[src/rtl/sha256_msg_sched.sv]
// SHA-256 message-schedule generator.
// Takes one padded 512-bit block and streams W[0..NUM_ROUNDS-1] through a
// valid/ready port. A 16-word sliding window holds W[t..t+15]. Each accepted
// word shifts the window down by one and appends W[t+16].
//
// Handshake rules: a transfer happens on a rising clock edge where valid and
// ready are both high. A producer holding valid high keeps its payload stable
// until that transfer. Ready may change freely, and valid never depends on
// ready within the same cycle.
//
// The FSM state is visible through busy (high in RUN, low in IDLE).
module sha256_msg_sched #(
  parameter int NUM_ROUNDS = 64
) (
  input  logic         clk,
  input  logic         rst_n,
  input  logic         blk_valid,
  output logic         blk_ready,
  input  logic [511:0] blk_data,
  output logic         w_valid,
  input  logic         w_ready,
  output logic [31:0]  w_data,
  output logic [5:0]   w_idx,
  output logic         w_last,
  output logic         busy
);

  localparam logic       IDLE     = 1'b0;
  localparam logic       RUN      = 1'b1;
  localparam logic [5:0] LAST_IDX = 6'(NUM_ROUNDS - 1);

  logic        state_q, state_d;
  logic [31:0] win_q [16];
  logic [31:0] win_d [16];
  logic [5:0]  t_q, t_d;
  logic        blk_ready_q, blk_ready_d;
  logic        last_q, last_d;
  logic [31:0] new_word;
  logic        blk_take;
  logic        w_take;

  // Small sigma functions of the SHA-256 message expansion.
  function automatic logic [31:0] ssig0(input logic [31:0] x);
    return {x[6:0], x[31:7]} ^ {x[17:0], x[31:18]} ^ (x >> 3);
  endfunction

  function automatic logic [31:0] ssig1(input logic [31:0] x);
    return {x[16:0], x[31:17]} ^ {x[18:0], x[31:19]} ^ (x >> 10);
  endfunction

  // W[t+16] from the current window. It is always computed and is only
  // committed when a word is handed off before the last round.
  always_comb begin
    new_word = ssig1(win_q[14]) + win_q[9] + ssig0(win_q[1]) + win_q[0];
  end

  // Next-state logic for the FSM, the window, the round index and the
  // registered output flags.
  always_comb begin
    state_d  = state_q;
    t_d      = t_q;
    win_d    = win_q;
    blk_take = (state_q == IDLE) && blk_valid && blk_ready_q;
    w_take   = (state_q == RUN) && w_ready;

    if (blk_take) begin
      for (int i = 0; i < 16; i++) begin
        win_d[i] = blk_data[511 - 32*i -: 32];
      end
      t_d     = 6'd0;
      state_d = RUN;
    end else if (w_take) begin
      if (t_q == LAST_IDX) begin
        state_d = IDLE;
      end else begin
        for (int i = 0; i < 15; i++) begin
          win_d[i] = win_q[i+1];
        end
        win_d[15] = new_word;
        t_d       = t_q + 6'd1;
      end
    end

    blk_ready_d = (state_d == IDLE);
    last_d      = (state_d == RUN) && (t_d == LAST_IDX);
  end

  // State registers. Reset clears everything and abandons any block in flight.
  always_ff @(posedge clk or negedge rst_n) begin
    if (!rst_n) begin
      state_q     <= IDLE;
      t_q         <= 6'd0;
      blk_ready_q <= 1'b0;
      last_q      <= 1'b0;
      for (int i = 0; i < 16; i++) begin
        win_q[i] <= 32'd0;
      end
    end else begin
      state_q     <= state_d;
      t_q         <= t_d;
      blk_ready_q <= blk_ready_d;
      last_q      <= last_d;
      win_q       <= win_d;
    end
  end

  assign blk_ready = blk_ready_q;
  assign w_valid   = (state_q == RUN);
  assign busy      = (state_q == RUN);
  assign w_data    = win_q[0];
  assign w_idx     = t_q;
  assign w_last    = last_q;

endmodule

[config.mk]
export PLATFORM = sky130hd
export DESIGN_NAME = sha256_msg_sched
export DESIGN_NICKNAME = d
export VERILOG_FILES = /design/src/rtl/sha256_msg_sched.sv
export SDC_FILE = /design/constraint.sdc
export NUM_CORES = 2
export LEC_CHECK = 0
export CAP_MARGIN = 20
export CORE_ASPECT_RATIO = 1.4
export CORE_UTILIZATION = 35
export DETAILED_ROUTE_END_ITERATION = 12
export PLACE_DENSITY = 0.68
export SETUP_SLACK_MARGIN = 0.3
export SLEW_MARGIN = 20
export SYNTH_ARGS = -nofsm -noshare
export SYNTH_HDL_FRONTEND = slang
export SYNTH_SLANG_ARGS = --single-unit
[constraint.sdc]
create_clock -name clk -period 4.8 [get_ports clk]
set_input_delay 0.72 -clock clk [delete_from_list [all_inputs] [get_ports clk]]
set_output_delay 0.72 -clock clk [all_outputs]
set_load 0.02 [all_outputs]
==> key figures <==
Floorplan
  – # rows: 122
  – # IOs: 558
  – Die extent in y: between 300 and 400 um
  – Starting Density: ~35%
  – Core area: between 0.07 and 0.08 mm^2
  – Chip width: ~240 um
  – Die ar.: between 0.08 and 0.09 mm^2

Drt
  – DRT Pass-1 Iters: 6
  – Vias/cell: ~5.3
  – WL/cell: between 20 and 25 um
  – Final WL: 115,100 um
  – Drt drc: 0
  – DRT iter0 DRCs: 2,455
  – Routed via count: between 20k and 30k
  – Routed Antenna Nets: 0

CTS
  – H-tree levels: 2
  – Inserted Clock Buffers: 55
  – Clk buf depth: 3
  – CTS clk-pin slew, worst paths: approximately 0.07 ns
  – TritonCTS clock tree: done
  – Post-CTS Setup Inserts: 0
  – Sink Count: ~520
  – Root buffer cell: clkbuf_16
  – Clk Latency, worst-skew pair: 0.64 ns

Status
  – Status: complete, no violations

Global routing
  – Largest net degree at the start of global routing: 210
  – GR Overflow Total: 0
  – First-pass GRT wire length: 166,000 um
  – Vias in the first global route: about 25k
  – Initial antenna violation count: 18
  – Total GRT Usage: between 20 and 30%

Timing
  – Setup TNS: 0 ns
  – Final hold viol count: 0
  – Worst Skew: 0.02295 ns
  – Fmax: 231.5 MHz
  – Min Tclk post-route: approximately 4.3 ns
  – Max_slew headroom: a little under a fifth
  – Final slew viol count: 0
  – RSZ-0062 raised after global routing: false
  – Final-report setup violation count: 0
  – Final period utilization: between 80% and 90%
  – Tightest Pin Transition: 1.222 ns

Placed design
  – Placed Area: 0.03418 mm^2
  – GP Congestion: ~0.96
  – Input/output buffers: roughly 560
  – DP HPWL: ~87,000 um

Finish
  – Fraction of layout cells with a size suffix above 1: ~4.4%
  – Nets: between 4k and 5k
  – Fin area: roughly 0.036 mm^2
  – Area grow syn2layout: 28.14%

Synthesis
  – Post-synthesis net count: 4,056
  – Post-synth ARST share: 100.0%
  – Synth Warn #: 0
  – EDFF count, synth: 0
  – Yosys cell types: 68
  – Post-synthesis cell count: between 3k and 4k
  – Syn Area/Cell: slightly above 8 um^2
  – Mapped Area: 0.02816 mm^2
  – Synthesis-stage register bit count: between 500 and 600
  – Sequential area share after synthesis: between 40% and 50%
  – Most used DFF post-synth: dfrtp_1

Worst setup path
  – Arrival time worst endpoint: about 4.8 ns
  – Startpoint types: flip-flop
  – Critical path class: flip-flop to flip-flop
  – Worst EP required: 5.32 ns
  – CP Capture Type: flip-flop
  – CP max FO: 6

Job
  – Max Cap Viol: 0

Worst hold path
  – Min-delay worst type: input port to asynchronous set/reset pin
state kept, by name, indices dropped and copies added (netlist names):
signal / flops
w_last: 1
w_data: 32
blk_ready: 1
w_idx: 6
busy: 1
win_q: 480
worst max-delay path, stage by stage, from the launching register on:
cell and delay, ns:
dfrtp_1 0.46, xor2_1 0.20, xnor2_1 0.35, fa_1 0.48, inv_1 0.08, fa_1 0.41
ha_1 0.23, fa_1 0.47, a21o_1 0.24, a221oi_4 0.34, o21ai_2 0.16, o21a_4 0.26
a32oi_1 0.26, mux2i_1 0.21, nand2_1 0.06
placed cells by master (no fill, tap or decap), drive strengths merged, types with 3 or more instances in the layout:
| cell | netlist | routed |
|---|---|---|
| o211ai | 3 | 3 |
| a21o | 10 | 10 |
| dfrtp | 521 | 521 |
| o21ai | 31 | 31 |
| diode | 0 | 7 |
| buf | 134 | 54 |
| fa | 62 | 62 |
| nand4 | 5 | 5 |
| nand2b | 6 | 6 |
| clkinv | 0 | 11 |
| a211oi | 7 | 7 |
| nor4 | 5 | 5 |
| bufinv | 0 | 5 |
| clkdlybuf4s50 | 0 | 556 |
| mux2i | 5 | 5 |
| nor2 | 520 | 520 |
| nand2 | 1002 | 1002 |
| a221oi | 4 | 4 |
| clkinvlp | 0 | 3 |
| xnor2 | 82 | 82 |
| a31oi | 495 | 495 |
| a21oi | 45 | 45 |
| or3 | 11 | 11 |
| o21bai | 4 | 4 |
| o21a | 3 | 3 |
| and3 | 10 | 10 |
| inv | 125 | 133 |
| mux2 | 3 | 3 |
| and2 | 5 | 5 |
| o221ai | 6 | 6 |
| nand3 | 20 | 20 |
| o22ai | 7 | 7 |
| a31o | 5 | 5 |
| nor3 | 10 | 10 |
| ha | 32 | 32 |
| xor2 | 57 | 57 |
| clkbuf | 187 | 74 |
repair_timing:
item | 4_1_cts | 5_1_grt
setup endpoints to repair | 0 | 3
hold buffers | 0 | 0
resized for setup | 0 | 1
path summary, 6_finish.rpt:
| kind | startpoint | end | slack (ns) | cells after the start |
|---|---|---|---|---|
| setup reg to reg | win_q[50]$_DFFE_PN0P_ | win_q[31]$_DFFE_PN0P_ | 0.48 | 14 |
| hold / removal | rst_n | win_q[59]$_DFFE_PN0P_ | 0.15 | 1 |
| max in group asynchronous | rst_n | win_q[261]$_DFFE_PN0P_ | 3.48 | 2 |
| setup / recovery | win_q[50]$_DFFE_PN0P_ | win_q[31]$_DFFE_PN0P_ | 0.48 | 14 |
| min in group clk | win_q[253]$_DFFE_PN0P_ | win_q[285]$_DFFE_PN0P_ | 0.53 | 2 |
| hold reg to reg | win_q[253]$_DFFE_PN0P_ | win_q[285]$_DFFE_PN0P_ | 0.53 | 2 |
metrics by stage:
stage | setup WS (ns) | hold slack, ns | utilization (%) | instances
after floorplan | 0.9355 | 0.4244 | - | 3446
after global placement | 0.4267 | 0.5078 | 43.06 | 4789
after detailed placement | 0.3778 | 0.5078 | 43.06 | 4789
after CTS | 0.3976 | 0.1971 | 45.43 | 4890
after global routing | 0.3657 | 0.2213 | 45.46 | 4896
final | 0.4812 | 0.1531 | 45.46 | 4897
kinds of logic after synthesis:
logic type	after synthesis	share of synthesized area (%)
adders and majority gates	94	5.829
and+or+nand+nor	1602	22.04
DFF	521	46.29
buffers and inverters	446	6.797
AOI/OAI and AO/OA	636	14.42
muxes	8	0.2977
xor gates and xnor gates	139	4.323
Yosys cell counts (6+ instances only):
master / instances / area share (%)
nand2_1: 1001 / 13
dfrtp_1: 521 / 46
nor2_1: 520 / 6.9
a31oi_1: 495 / 11
clkbuf_1: 187 / 2.5
inv_1: 125 / 1.7
xnor2_1: 82 / 2.6
buf_2: 78 / 1.4
fa_1: 62 / 4.4
xor2_1: 57 / 1.8
a21oi_1: 43 / 0.76
buf_4: 34 / 0.91
ha_1: 32 / 1.4
o21ai_0: 22 / 0.39
buf_1: 20 / 0.27
nand3_1: 19 / 0.34
or3_1: 11 / 0.24
a21o_1: 10 / 0.27
and3_1: 10 / 0.22
nor3_1: 9 / 0.16
o21ai_1: 8 / 0.14
o22ai_1: 7 / 0.16
nand2b_1: 6 / 0.13
o221ai_1: 6 / 0.19
cell type report:
type | count | area [um^2]
flip-flops and latches | 521 | 13040
repair buffers | 610 | 6116
clock inverters | 27 | 320.3
clock buffers | 74 | 1558
fillers | 7853 | 43290
well taps | 1054 | 1319
inverters | 125 | 469.2
multi-input cells | 2479 | 13250
diodes | 7 | 17.52
layer usage:
layer / up-vias / global-route usage, % / share of wire, %
li1: 12040 / - / -
met1: 12660 / 33.93 / 40
met2: 965 / 46.39 / 49
met3: 196 / 5.128 / 6.5
met4: 20 / 12.91 / 4.9
met5: - / 0 / 0.12
Power is not shown: default switching activity piles up to over one toggle a cycle in this logic, so the estimate is an artifact.
